==> config.mk <==
export PLATFORM = sky130hd
export DESIGN_NAME = cond_exec_ctrl
export DESIGN_NICKNAME = d
export VERILOG_FILES = /design/src/rtl/cond_exec_ctrl_pkg.sv /design/src/rtl/cond_exec_ctrl_eval.sv /design/src/rtl/cond_exec_ctrl.sv
export SDC_FILE = /design/constraint.sdc
export NUM_CORES = 1
export LEC_CHECK = 0
export BUFFER_PORTS_ARGS = -buffer_cell sky130_fd_sc_hd__buf_2
export CAP_MARGIN = 5
export CORE_AREA = 5 5 42 44
export CTS_CLUSTER_SIZE = 10
export DETAILED_ROUTE_END_ITERATION = 8
export DIE_AREA = 0 0 47 49
export HOLD_SLACK_MARGIN = 0.08
export PLACE_DENSITY = 0.67
export SETUP_SLACK_MARGIN = 0.4
export SYNTH_ARGS = -nofsm -noshare
export SYNTH_HDL_FRONTEND = slang
export SYNTH_SLANG_ARGS = --single-unit
export TNS_END_PERCENT = 20
==> constraint.sdc <==
create_clock -name clk -period 4.35 [get_ports clk]
set_input_delay 0.435 -clock clk [delete_from_list [all_inputs] [get_ports clk]]
set_output_delay 0.435 -clock clk [all_outputs]
set_load 0.01 [all_outputs]
==> src/rtl/cond_exec_ctrl_pkg.sv <==
`default_nettype none
// ============================================================================
// Module   : cond_exec_ctrl_pkg
// Purpose  : Shared constants for conditional execution. Contains the 4-bit
//            condition codes, the {z, c, n, v} flag layout and the default
//            depth of the in-flight flag-writer counter.
// Revision : 1.0 - initial release
// ============================================================================
package cond_exec_ctrl_pkg;

    // Condition codes carried in the ID instruction
    localparam logic [3:0] C_COND_EQ = 4'b0000;  // z
    localparam logic [3:0] C_COND_NE = 4'b0001;  // !z
    localparam logic [3:0] C_COND_CS = 4'b0010;  // c
    localparam logic [3:0] C_COND_CC = 4'b0011;  // !c
    localparam logic [3:0] C_COND_MI = 4'b0100;  // n
    localparam logic [3:0] C_COND_PL = 4'b0101;  // !n
    localparam logic [3:0] C_COND_VS = 4'b0110;  // v
    localparam logic [3:0] C_COND_VC = 4'b0111;  // !v
    localparam logic [3:0] C_COND_HI = 4'b1000;  // c & !z
    localparam logic [3:0] C_COND_LS = 4'b1001;  // !c | z
    localparam logic [3:0] C_COND_GE = 4'b1010;  // n == v
    localparam logic [3:0] C_COND_LT = 4'b1011;  // n != v
    localparam logic [3:0] C_COND_GT = 4'b1100;  // !z & n == v
    localparam logic [3:0] C_COND_LE = 4'b1101;  // z | n != v
    localparam logic [3:0] C_COND_AL = 4'b1110;  // always
    localparam logic [3:0] C_COND_NV = 4'b1111;  // never

    // Bit positions inside the 4-bit status word {z, c, n, v}
    localparam int C_FLAG_Z = 3;
    localparam int C_FLAG_C = 2;
    localparam int C_FLAG_N = 1;
    localparam int C_FLAG_V = 0;

    // Default in-flight flag-writer limit and the matching counter width
    localparam int C_PENDING_MAX_DFLT = 3;
    localparam int C_PENDING_W_DFLT   = 2;

    // Status word viewed as named flags; field order matches the bit positions
    typedef struct packed {
        logic z;
        logic c;
        logic n;
        logic v;
    } flags_t;

endpackage
`default_nettype wire

==> src/rtl/cond_exec_ctrl_eval.sv <==
`default_nettype none
// ============================================================================
// Module   : cond_exec_ctrl_eval
// Purpose  : Shared combinational condition evaluator. The upper three code
//            bits select a base test, the lowest bit inverts it; the 111x
//            pair is special-cased as always / never.
// Revision : 1.0 - initial release
// ============================================================================
module cond_exec_ctrl_eval
    import cond_exec_ctrl_pkg::*;
(
    input  logic [3:0] i_cond,
    input  flags_t     i_flags,
    output logic       o_pass
);

    logic w_base;

    // Base test selected by the code pair; odd codes are the negation
    always_comb begin
        w_base = 1'b1;
        case (i_cond[3:1])
            3'd0:    w_base = i_flags.z;
            3'd1:    w_base = i_flags.c;
            3'd2:    w_base = i_flags.n;
            3'd3:    w_base = i_flags.v;
            3'd4:    w_base = i_flags.c & ~i_flags.z;
            3'd5:    w_base = (i_flags.n == i_flags.v);
            3'd6:    w_base = ~i_flags.z & (i_flags.n == i_flags.v);
            default: w_base = 1'b1;
        endcase
    end

    // 1110 passes, 1111 never passes; all other codes invert on bit 0
    assign o_pass = (i_cond[3:1] == 3'd7) ? ~i_cond[0] : (w_base ^ i_cond[0]);

endmodule
`default_nettype wire

==> src/rtl/cond_exec_ctrl.sv <==
`default_nettype none
// ============================================================================
// Module   : cond_exec_ctrl
// Purpose  : Owns the {z, c, n, v} status register, counts in-flight
//            flag-setting instructions and schedules the ID instruction as
//            stalled, executed or squashed.
//            Optional macro COND_FLAG_BYPASS_EN: when the last outstanding
//            flag writer commits, ID is evaluated against the incoming status
//            and issues in the same cycle instead of waiting one cycle.
//            PENDING_W must satisfy 2**PENDING_W > PENDING_MAX.
// Revision : 1.0 - initial release
// ============================================================================
module cond_exec_ctrl
    import cond_exec_ctrl_pkg::*;
#(
    parameter int PENDING_MAX = C_PENDING_MAX_DFLT,
    parameter int PENDING_W   = C_PENDING_W_DFLT
) (
    input  logic                 clk,
    input  logic                 rst,
    input  logic                 id_valid,
    input  logic [3:0]           id_cond,
    input  logic                 id_s,
    input  logic                 exe_status_we,
    input  logic [3:0]           exe_status,
    input  logic                 flush,
    output logic                 stall,
    output logic                 id_exec,
    output logic                 id_squash,
    output logic [3:0]           status,
    output logic [PENDING_W-1:0] pending,
    output logic                 err
);

    localparam logic [PENDING_W-1:0] C_PEND_MAX = PENDING_W'(PENDING_MAX);
    localparam logic [PENDING_W-1:0] C_PEND_ONE = PENDING_W'(1);

    logic [3:0]           r_status;
    logic [PENDING_W-1:0] r_pending;
    logic                 r_err;

    logic   w_pend_nz;
    logic   w_pend_full;
    logic   w_bypass;
    logic   w_pass;
    logic   w_stall;
    logic   w_fire;
    logic   w_inc;
    logic   w_dec;
    flags_t w_eval_flags;

    assign w_pend_nz   = (r_pending != '0);
    assign w_pend_full = (r_pending == C_PEND_MAX);

`ifdef COND_FLAG_BYPASS_EN
    // The last outstanding writer is committing now: its value is final
    assign w_bypass     = exe_status_we & (r_pending == C_PEND_ONE) & ~flush;
    assign w_eval_flags = w_bypass ? flags_t'(exe_status) : flags_t'(r_status);
`else
    assign w_bypass     = 1'b0;
    assign w_eval_flags = flags_t'(r_status);
`endif

    cond_exec_ctrl_eval u_eval (
        .i_cond  (id_cond),
        .i_flags (w_eval_flags),
        .o_pass  (w_pass)
    );

    // AL never reads flags, so only conditional instructions wait on writers
    assign w_stall = id_valid & ~flush &
                     ((w_pend_nz & (id_cond != C_COND_AL) & ~w_bypass) |
                      (id_s & w_pend_full));

    assign w_fire = id_valid & ~w_stall & ~flush;
    assign w_inc  = w_fire & w_pass & id_s;
    assign w_dec  = exe_status_we;

    // Status register: EXE write lands even during a flush (older instruction)
    always_ff @(posedge clk or negedge rst) begin
        if (!rst) begin
            r_status <= 4'b0000;
        end else if (exe_status_we) begin
            r_status <= exe_status;
        end
    end

    // In-flight writer counter with saturation and sticky error on misuse
    always_ff @(posedge clk or negedge rst) begin
        if (!rst) begin
            r_pending <= '0;
            r_err     <= 1'b0;
        end else if (flush) begin
            r_pending <= '0;
        end else if (w_inc && !w_dec) begin
            if (w_pend_full) begin
                r_err <= 1'b1;
            end else begin
                r_pending <= r_pending + C_PEND_ONE;
            end
        end else if (w_dec && !w_inc) begin
            if (!w_pend_nz) begin
                r_err <= 1'b1;
            end else begin
                r_pending <= r_pending - C_PEND_ONE;
            end
        end
    end

    assign stall     = w_stall;
    assign id_exec   = w_fire & w_pass;
    assign id_squash = w_fire & ~w_pass;
    assign status    = r_status;
    assign pending   = r_pending;
    assign err       = r_err;

endmodule
`default_nettype wire

Yosys cells after proc, flatten, opt, wreduce, memory -nomap -nowiden

Cells that the tools add are included.

Add/sub/neg operators: 2
Eq/ne operators: 13
Muxes and demuxes: 11
Bitwise gates (word level): 18
Reduce and logical (&&, ||, !) cells: 11

Operators by type and width:

| operator                                                           | number |
|---|---|
| 3-bit == test, second input constant                               | 4 |
| 1-bit AND                                                          | 11 |
| 2-bit two-way mux                                                  | 5 |
| 1-bit case mux with 7 select lines                                 | 1 |
| 3-bit by 2-bit == test with 1-bit output, second input constant    | 2 |
| 3-bit nonzero test                                                 | 2 |
| 1-bit two-way mux                                                  | 5 |
| 1-bit inverter                                                     | 5 |
| 4-bit != test, second input constant                               | 1 |
| 4-bit AND reduction                                                | 1 |
| 2-bit nonzero test                                                 | 2 |
| 3-bit by 1-bit == test with 1-bit output, second input constant    | 1 |
| 3-bit logical NOT                                                  | 1 |
| 3-bit != test, second input constant                               | 1 |
| 3-bit AND reduction                                                | 1 |
| 2-bit by 1-bit adder with 2-bit output, second input constant      | 1 |
| 2-bit == test, second input constant                               | 1 |
| 1-bit logical AND                                                  | 2 |
| 1-bit logical NOT                                                  | 2 |
| 2-bit by 1-bit != test with 1-bit output, second input constant    | 1 |
| 2-bit != test, second input constant                               | 1 |
| 2-bit by 1-bit subtractor with 2-bit output, second input constant | 1 |
| 1-bit == test                                                      | 1 |
| 1-bit OR                                                           | 1 |
| 1-bit XOR                                                          | 1 |

Flip-flop bits (word level): 7
Input bits: 14
Logic and storage cells: 58

Logic depth before layout (Yosys ltp)

Gate-level depths: netlist (run 1).

Word-level depth: 14
Gate-level depth with buffers: 5

Hierarchy

Synthesis (run 1) repeated with hierarchy kept, for this count alone.

Cells, all modules: 56
Area, all modules: 558.0 um^2

By module, submodules not included:

| module              | times used | cells each | area an instance (um^2) |
|---|---|---|---|
| cond_exec_ctrl      | 1          | 44         | 462.9 |
| cond_exec_ctrl_eval | 1          | 12         | 95.1 |

Worst setup path after synthesis (run 1)

OpenSTA, ideal clock, no wires.

Path type: reg-to-output
Start: reg r_status[0] (netlist: status[0])
End: out id_squash
Arrival: 1.484 ns
Data required time: 3.915 ns
Path slack: 2.431 ns
Stages on the path, launching flop included: 6
Buffers on the path: 0
Cell sequence: dfrtp_1 > and4bb_1 > nor2_1 > a311oi_2 > xor2_1 > nor2b_1

Word-level cells in the longest chain between the ends: 7

RTL lines:

| element                              | line                                                 | source |
|---|---|---|
| start, declared                      | cond_exec_ctrl.sv:38                                 | `logic [3:0] r_status;` |
| start signal, assigned               | cond_exec_ctrl.sv:84                                 | `r_status <= exe_status;` |
| 1-bit == test                        | cond_exec_ctrl_eval.sv:28, cond_exec_ctrl_eval.sv:29 |  |
| 1-bit AND                            | cond_exec_ctrl_eval.sv:29                            | `3'd6: w_base = ~i_flags.z & (i_flags.n == i_flags.v);` |
| 1-bit case mux with 7 select lines * | cond_exec_ctrl_eval.sv:22                            | `case (i_cond[3:1])` |
| 1-bit XOR *                          | cond_exec_ctrl_eval.sv:35                            | `assign o_pass = (i_cond[3:1] == 3'd7) ? ~i_cond[0] : (w_base ^ i_cond[0]);` |
| 1-bit two-way mux *                  | cond_exec_ctrl_eval.sv:35                            |  |
| 1-bit inverter *                     | cond_exec_ctrl.sv:112                                | `assign id_squash = w_fire & ~w_pass;` |
| 1-bit AND *                          | cond_exec_ctrl.sv:112                                |  |
| end, declared                        | cond_exec_ctrl.sv:29                                 | `output logic id_squash,` |

Every way passes the cells marked *; elsewhere a longest branch is shown, timed or not.

Worst setup path after layout (run 1)

Start: reg r_status[1] (netlist: status[1])
End: out id_squash

Same word-level chain as after synthesis.

==> run metrics, run 1 <==
vias in the first global route=493; # rows=14; run status=complete, no violations; Yosys reg bits=7; Hold WS=418.2 ps; first-pass GRT wire length=1918 µm; CP max FO=6; CTS root buffer=clkbuf_4; deepest clock path buffer count=2; die area=2303 µm²; final worst path period need=2239 ps; Metal-1 WL=425 µm; PortBufs=23; Placer Congestion=0.6736; post-DP HPWL=953.9 µm; met2 wire length=580 µm; Core ar.=1401 µm²; Post-synth top flop=dfrtp_1; fillers=157; Max Cap Violations=0; Post-CTS Hold Fix Bufs=1; clock tree sinks=7; Syn Inst Count=50; post-synthesis cell type count=25; CP Data Arrival Time=1800 ps; drt drc=0; mapped cell area=494.2 µm²; min-delay worst type=in2reg; P_leak=0.3073 nW; top area cells in the synthesized netlist=dfrtp_1 35%, mux2_2 9.1%, nor2b_1 6.3%, nor2_1 4.6%, xor2_1 3.5%; synthesis-to-layout area growth=34.68%; utilization after layout=47.50%; GRT overflow=0; WL per Instance=11.86 µm; number of post-CTS setup repair buffers=0; number of synthesized flops with an enable pin=0; syn avg cell area=9.884 µm²; Top Layer Used=met4; crit share post-route=51.48%; Worst Max-Slew Pin Slew=325.6 ps; met3 wire length=84 µm; startpoint types=flip-flop; drt first pass iters=4; share of layout cells above drive strength 1=41.03%; number of H-tree levels=1; Pwr Density=260.0 nW/µm²; post-CTS sizing=0; dpl cell area=629.4 µm²; io pins=24; CP endpoint kind=output port; Seq/Total Area, Yosys=35.44%; Synth top area share=35.44%; Skew-Pair Late Insertion Delay=250 ps; Total GRT Usage=10.86%; clk slew on worst S/H paths=50 ps; synth warn=0; DP Cell Count=89; Worst Path Required=3910 ps; chip width=47 µm; Max-slew headroom=77.67%; Hold Violations, Final=0; drt via density=5.394; Worst VDD drop=0.0001883 V; TritonCTS Buffers=3; height of the die=49 µm; Syn Nets=64; CTS tree=yes; final instance area=665.6 µm²; Iter 0 DRT Violations=3; pins over their slew limit=0; RSZ-0062 raised after global routing=no; routed via count=507; Final Setup Violations=0; FFs w/ async S/R, synth=100.0%; final setup skew=3.249 ps; initial antenna violation count=0; antenna viol nets, final=0; largest net degree at the start of global routing=10; setup tns final=0 ps; Post-Layout Cell Count=94; Fmax=0.4465 GHz; critical path type=reg2out; final net count=93; final wirelength=1115 µm; Yosys top cell by area=dfrtp_1; Initial Utilization=35.27%; Ant. Diodes=0
[logic make-up after synthesis]
group,Yosys count,share of synthesized area [%]
AND/OR/NAND/NOR,26,32.15
AO/OA/AOI/OAI,8,13.16
flip-flops,7,35.44
multiplexers,6,13.42
XOR/XNOR,2,3.545
adder cells (fa/ha/maj),1,2.278
[per-stage QoR]
step | worst slack [ps] | total power [mW]
after floorplan | 2431 | 0.09748
after global placement | 2246 | 0.1152
after detailed placement | 2227 | 0.1165
after CTS | 2080 | 0.1761
after global routing | 1984 | 0.1842
final | 2111 | 0.1731
[cell usage after synthesis (2+ instances only)]
cell type / instances
nor3b_1: 2
mux2_2: 4
a31oi_1: 2
xor2_1: 2
nor2_1: 6
nor3_1: 3
nand2_1: 3
dfrtp_1: 7
nor2b_1: 5
[layout by cell type (no fill, tap or decap), types with 2 or more instances in the layout]
master     n
mux2_2     4
a31oi_1    2
nand2_1    3
nor3_1     3
xor2_1     2
buf_2     23
nor2b_1    5
clkbuf_4   3
nor2_1     6
dfrtp_1    7
nor3b_1    2
[power breakdown]
group | total, mW | internal [mW] | switching, mW | leakage, nW
Sequential | 0.0742 | 0.0692 | 0.00498 | 0.0834
Clock | 0.0577 | 0.0349 | 0.0227 | 0.0150
Combinational | 0.0412 | 0.0218 | 0.0194 | 0.209
Total | 0.173 | 0.126 | 0.0472 | 0.307
[final timing paths]
check                               from         end  slack [ps]  depth (start not counted)
max in group asynchronous            rst  pending[1]        3650                          2
setup reg to reg               status[1]  pending[0]        2400                          5
min in group asynchronous            rst   status[2]         550                          2
hold reg to reg                      err         err         470                          1
setup / recovery               status[1]   id_squash        2110                          6
hold / removal             exe_status[1]   status[1]         420                          2
[metal layers]
metal	global-route usage (%)	vias to the layer above
met3	1.476	4
met5	0	-
met4	4.147	0
met1	12.16	232
li1	-	244
met2	19.46	27
[area by class of cell]
cell class / count / area (µm²) / area share (%)
clock buffer: 4 / 26.28 / 3.947
multi-input combinational: 43 / 319.1 / 47.93
sequential: 7 / 175.2 / 26.32
tap: 16 / 20.02 / 3.008
timing repair buffer: 24 / 125.1 / 18.80
[worst max-delay path, cell delays in order (launching register included)]
cell and delay, ps:
dfrtp_1 430, and3b_1 240, o21bai_1 70, a311oi_2 350, xor2_1 200, nor2b_1 140, buf_2 130
[flip-flops by register name (all words and copies together) (netlist names)]
name,flops
pending,2
err,1
status,4
(Power assumes the default switching activity.)
==> run 2: changes to the inputs <==
- ABC_AREA: unset -> 1
- PLACE_DENSITY: 0.67 -> 0.7
- clock period: 4.35 -> 2.12 ns (I/O delays scaled with it)
==> run metrics, run 2 <==
run status=complete, no violations (unchanged); Core ar.=1401 µm² (unchanged); CTS root buffer=clkbuf_4 (unchanged); Iter 0 DRT Violations=6 (was 3); synth warn=0 (unchanged); commonest non-fill, non-tap cell in the layout=buf_2 (unchanged); most common cell in the synthesized netlist=nand2_1 (was dfrtp_1); largest net degree at the start of global routing=11 (was 10); switching power=0.1921 mW (was 0.04716 mW); antenna viol nets, final=0 (unchanged); worst flop-to-flop path startpoint=status[1] (unchanged); most frequent cells in the layout=22 x buf_2, 19 x nand2_1, 10 x inv_1 (was 23 x buf_2, 7 x dfrtp_1, 6 x nor2_1); post-DP HPWL=996.2 µm (was 953.9 µm); Worst VDD drop=0.0003780 V (was 0.0001883 V); Pint=0.3185 mW (was 0.1259 mW); Placer Congestion=0.7250 (was 0.6736); mapped cell area=539.3 µm² (was 494.2 µm²); met3 wire length=72 µm (was 84 µm); height of the die=49 µm (unchanged); first-pass GRT wire length=1876 µm (was 1918 µm); Seq/Total Area, Yosys=32.48% (was 35.44%); clk slew on worst S/H paths=50 ps (about the same); Skew-Pair Late Insertion Delay=250 ps (about the same); Worst Path Required=1910 ps (was 3910 ps); Top Layer Used=met4 (unchanged); Hold Violations, Final=0 (unchanged); io pins=24 (unchanged); PortBufs=23 (unchanged); TritonCTS Buffers=3 (unchanged); final worst path period need=1676 ps; Post-synth top flop=dfrtp_1 (unchanged); syn avg cell area=6.658 µm² (was 9.884 µm²); FF-to-FF End=pending[1] (was pending[0]); synthesis-to-layout area growth=48.96% (was 34.68%); fillers=146 (was 157); share of layout cells above drive strength 1=50.00% (was 41.03%); Max Cap Violations=0 (unchanged); Fmax=0.5966 GHz; Synth top area share=32.48% (was 35.44%); min-delay worst type=in2reg (unchanged); Initial Utilization=38.48% (was 35.27%); RSZ-0062 raised after global routing=yes (was no); clock tree sinks=7 (unchanged); CTS tree=yes (unchanged); drt first pass iters=2 (was 4); die area=2303 µm² (unchanged); Setup crit start=status[1] (unchanged); WL per Instance=9.797 µm (was 11.86 µm); Clk pwr share=23.3% (was 33.3%); Sw Ratio=37.62% (was 27.25%); final net count=127 (was 93); CP endpoint kind=output port (unchanged); R2R cell count=12 (was 5); FFs w/ async S/R, synth=100.0% (unchanged); CP Data Arrival Time=1460 ps (was 1800 ps); Yosys reg bits=7 (unchanged); Worst Max-Slew Pin Slew=187.6 ps (was 325.6 ps); CP max FO=3 (was 6); post-synthesis cell type count=17 (was 25); Metal-1 WL=551 µm (was 425 µm); drt drc=0 (unchanged); met2 wire length=615 µm (was 580 µm); Reg power frac=32.9% (was 42.9%); Synth top cells by count=22 x nand2_1, 14 x inv_1, 7 x dfrtp_1, 6 x nand2_2, 6 x nor2_1 (was 7 x dfrtp_1, 6 x nor2_1, 5 x nor2b_1, 4 x mux2_2); chip width=47 µm (unchanged); utilization after layout=57.32% (was 47.50%); crit path to=id_squash (unchanged); drt via density=4.539 (was 5.394); final setup skew=2.009 ps (was 3.249 ps); final wirelength=1254 µm (was 1115 µm); Syn Nets=95 (was 64); top area cells in the synthesized netlist=dfrtp_1 32%, nand2_1 15%, inv_1 9.7%, nand2_2 7.0%, nand3_1 4.6% (was dfrtp_1 35%, mux2_2 9.1%, nor2b_1 6.3%, nor2_1 4.6%, xor2_1 3.5%); routed via count=581 (was 507); Syn Inst Count=81 (was 50); Max-slew headroom=87.45% (was 77.67%); Total GRT Usage=11.14% (was 10.86%); GRT overflow=0 (unchanged); deepest clock path buffer count=2 (unchanged); number of H-tree levels=1 (unchanged); startpoint types=flip-flop (unchanged); flop-to-flop setup slack=510 ps (was 2400 ps); vias in the first global route=501 (was 493); P_leak=0.4458 nW (was 0.3073 nW); pins over their slew limit=0 (unchanged); number of synthesized flops with an enable pin=0 (unchanged); Pwr Density=635.8 nW/µm² (was 260.0 nW/µm²); Final Setup Violations=0 (unchanged); # rows=14 (unchanged); initial antenna violation count=0 (unchanged); Ant. Diodes=0 (unchanged); Comb pwr share=43.8% (was 23.8%); crit share post-route=79.06%; Yosys top cell by area=dfrtp_1 (unchanged); number of flip-flops in the largest register=4 (unchanged); setup tns final=0 ps (unchanged); critical path type=reg2out (unchanged)
run 2: how the worst min path moves through the flow:
stage                        startpoint          to  slack (ps)  depth (start not counted)
after floorplan                     rst         err         -80                          0
after global placement              rst  pending[0]          50                          1
after detailed placement            rst         err          50                          1
after CTS                 exe_status[3]   status[3]         150                          3
after global routing      exe_status[0]   status[0]         170                          3
final                     exe_status[3]   status[3]         160                          3
run 2: area by class of cell:
| class | count | area (µm²) | area share (%) |
|---|---|---|---|
| clock buffers | 4 | 26.28 | 3.271 |
| inverters | 15 | 56.30 | 7.009 |
| multi-input cells | 58 | 360.3 | 44.86 |
| flip-flops and latches | 7 | 175.2 | 21.81 |
| well taps | 16 | 20.02 | 2.492 |
| repair buffers | 28 | 165.2 | 20.56 |
run 2: cell families (layout without fill, tap and decap cells):
kind of cell           count (synthesis)  in the layout  share of synthesized area, %
AO/OA/AOI/OAI                         11             11                         12.76
AND/OR/NAND/NOR                       47             47                         43.62
flip-flops                             7              7                         32.48
buffers and inverters                 16             47                         11.14
run 2: power by group through the flow:
stage                     sequential, mW  clock, mW  combinational [mW]
after floorplan                    0.177          0               0.110
after global placement             0.170          0               0.172
after detailed placement           0.170          0               0.175
after CTS                          0.165      0.129               0.188
after global routing               0.170      0.138               0.249
final                              0.168      0.119               0.224
run 2: what timing repair did:
item                                   CTS  global route
pin swaps                                1             8
setup endpoints to repair                1             4
hold buffers                             1             0
endpoints found under the hold margin    7             0
gates resized for setup                  1            19
buffers inserted                         1             3
run 2: critical path: stages, from the launching register on:
cell      delay, ps
dfrtp_1         410
buf_6           130
nand2_2          50
nand3_2          60
nand2_1          70
nand2_2          80
nand2_2          90
nand2_4          70
a21boi_2        130
buf_2           130
run 2: metal layers:
metal	track usage (%)	vias to the layer above
li1	-	317
met1	14.19	246
met2	15.84	16
met3	1.107	2
met4	9.677	0
met5	0	-
run 2: metrics by stage:
step           instance area, µm²  power (mW)  hold WS, ps  worst slack [ps]  std cells
6_report                    803.3      0.5107        163.0             444.0        128
3_5_place_dp                670.6      0.3451        52.11             549.6        119
5_1_grt                     803.3      0.5561        172.8             359.9        128
4_1_cts                     714.4      0.4815        146.2             404.4        125
2_1_floorplan               539.3      0.2874       -83.59             656.0         81
3_3_place_gp                670.6      0.3411        50.05             602.6        119
==> run 3: changes to the inputs <==
- CORE_AREA: 5 5 42 44 -> unset
- CORE_MARGIN: unset -> 5
- CORE_UTILIZATION: unset -> 40
- DIE_AREA: 0 0 47 49 -> unset
- PLACE_DENSITY: 0.7 -> 0.72
- clock period: 2.12 -> 1.4 ns (I/O delays scaled with it)
==> run metrics, run 3 (synthesis gave the netlist of run 2 again) <==
P_leak=0.5309 nW (was 0.4458 nW); drt via density=4.715 (was 4.539); Sw Ratio=35.70% (was 37.62%); Pwr Density=942.2 nW/µm² (was 635.8 nW/µm²); share of layout cells above drive strength 1=55.04% (was 50.00%); Max-slew headroom=84.79% (was 87.45%); deepest clock path buffer count=2 (unchanged); CP max FO=3 (unchanged); CP cell instances=inv_2, nand2_2, nand3_2, o21ai_4, nand3_2, nand3_4, buf_6, inv_2, buf_6 (was buf_6, nand2_2, nand3_2, nand2_1, nand2_2, nand2_2, nand2_4, a21boi_2, buf_2); Initial Utilization=41.97% (was 38.48%); cell family with most CP delay=simple AND/OR/NAND/NOR gates (unchanged); flop-to-flop setup slack=-220 ps (was 510 ps); setup tns final=-1228 ps (was 0 ps); WL per Instance=11.25 µm (was 9.797 µm); Worst path slowest cell=dfrtp_1 (unchanged); Reg power frac=28.0% (was 32.9%); CP Data Arrival Time=1510 ps (was 1460 ps); R2R cell count=14 (was 12); Hold Path Origin=exe_status[3] (unchanged); Worst Max-Slew Pin Slew=227.3 ps (was 187.6 ps); utilization after layout=73.71% (was 57.32%); pins over their slew limit=0 (unchanged); final net count=144 (was 127); Ant. Diodes=0 (unchanged); FF-to-FF End=pending[1] (unchanged); Clk pwr share=20.0% (was 23.3%); antenna viol nets, final=0 (unchanged); Comb pwr share=52.0% (was 43.8%); crit share post-route=117.7%; CP endpoint kind=output port (unchanged); final wirelength=1620 µm (was 1254 µm); Total GRT Usage=15.99% (was 11.14%); io pins=24 (unchanged); fillers=101 (was 146); final worst path period need=1647 ps; final setup skew=0.9388 ps (was 2.009 ps); commonest non-fill, non-tap cell in the layout=nand2_1 (was buf_2); Hold Violations, Final=0 (unchanged); chip width=46.72 µm (was 47 µm); clk slew on worst S/H paths=50 ps (about the same); total power=0.8925 mW (was 0.5107 mW); drt first pass iters=4 (was 2); worst flop-to-flop path startpoint=status[2] (was status[1]); startpoint types=flip-flop (unchanged); Final Setup Violations=7 (was 0); Skew-Pair Late Insertion Delay=250 ps (about the same); post-DP HPWL=1046 µm (was 996.2 µm); TritonCTS Buffers=3 (unchanged); Iter 0 DRT Violations=2 (was 6); clock tree sinks=7 (unchanged); Post-Layout Cell Count=144 (was 128); run status=finished with violations (was complete, no violations); Buf/Inv on CP=4 (was 2); vias in the first global route=632 (was 501); DP Cell Count=128 (was 119); GRT overflow=0 (unchanged); number of flip-flops in the largest register=4 (unchanged); Max stage delay on crit path=410 ps (about the same); PnR worst setup slack=-247.3 ps (was 444.0 ps); number of H-tree levels=1 (unchanged); post-place setup slack=-99.59 ps (was 549.6 ps); # rows=13 (was 14); drt drc=0 (unchanged); Fmax=0.6071 GHz; most frequent cells in the layout=20 x nand2_1, 19 x buf_2, 18 x buf_4 (was 22 x buf_2, 19 x nand2_1, 10 x inv_1); synthesis-to-layout area growth=75.64% (was 48.96%); RSZ-0062 raised after global routing=yes (unchanged); die area=2182 µm² (was 2303 µm²); Worst VDD drop=0.0006855 V (was 0.0003780 V); Worst Path Required=1260 ps (was 1910 ps); PortBufs=23 (unchanged); Endpoint, Worst Hold=status[3] (unchanged); Pint=0.5738 mW (was 0.3185 mW); Hold Path Depth=3 (unchanged); min-delay worst type=in2reg (unchanged); first-pass GRT wire length=2408 µm (was 1876 µm); switching power=0.3186 mW (was 0.1921 mW); height of the die=46.72 µm (was 49 µm); Max Cap Violations=0 (unchanged); Core ar.=1285 µm² (was 1401 µm²); Placer Congestion=0.7604 (was 0.7250); failing checks=negative setup slack; CTS tree=yes (unchanged); critical path type=reg2out (unchanged); largest net degree at the start of global routing=11 (unchanged); initial antenna violation count=0 (unchanged); CTS root buffer=clkbuf_4 (unchanged); routed via count=679 (was 581)
==> run 3: worst register-to-register path: cells and delay by family (launching register included) <==
kind / cells / cell delay (ps)
compound gates: 1 / 150
flops: 1 / 410
simple gates: 11 / 780
buf+inv: 2 / 180
==> run 3: how the worst max path moves through the flow <==
stage,start,end,cells after the start
2_1_floorplan,pending[1],pending[1],12
3_3_place_gp,status[1],pending[1],12
3_5_place_dp,status[2],pending[1],13
4_1_cts,status[2],id_exec,10
5_1_grt,status[1],pending[1],15
6_report,status[2],id_exec,9
==> run 3: per-layer routing <==
metal / share of wire [%] / GRT usage (%) / wire (µm) / vias up
met2: 55 / 30.77 / 883 / 19
met5: 0 / 0 / 0 / -
met1: 38 / 16.11 / 614 / 307
met4: 2.1 / 8.840 / 34 / 0
li1: - / - / - / 349
met3: 5.4 / 2.344 / 88 / 4
==> run 3: area by class of cell <==
cell class                 instances  area (µm²)  share of cell area (%)
multi-input combinational         58       351.6                   37.12
timing repair buffer              45       319.1                   33.69
sequential                         7       175.2                   18.49
inverter                          15       56.30                   5.945
clock buffer                       4       26.28                   2.774
tap                               15       18.77                   1.982
==> run 3: stage by stage <==
stage | hold WS, ps | instance area, µm²
floorplan | -155.6 | 539.3
global placement | -26.45 | 744.5
detailed placement | -24.48 | 744.5
CTS | 87.38 | 908.4
global route | 118.6 | 947.2
finish | 93.41 | 947.2
==> run 3: timing repair <==
action                                 CTS  global route
hold buffers                             1             0
setup endpoints to repair                9            11
pin swaps                                7            13
setup buffers                           10             1
endpoints found under the hold margin    7             0
gates resized for setup                 16             8
==> run 3: power groups by stage <==
| stage | Combinational, mW | Sequential, mW | Clock, mW |
|---|---|---|---|
| 6_report | 0.464 | 0.250 | 0.179 |
| 5_1_grt | 0.506 | 0.253 | 0.188 |
| 2_1_floorplan | 0.167 | 0.268 | 0 |
| 3_3_place_gp | 0.331 | 0.247 | 0 |
| 3_5_place_dp | 0.337 | 0.248 | 0 |
| 4_1_cts | 0.426 | 0.247 | 0.187 |
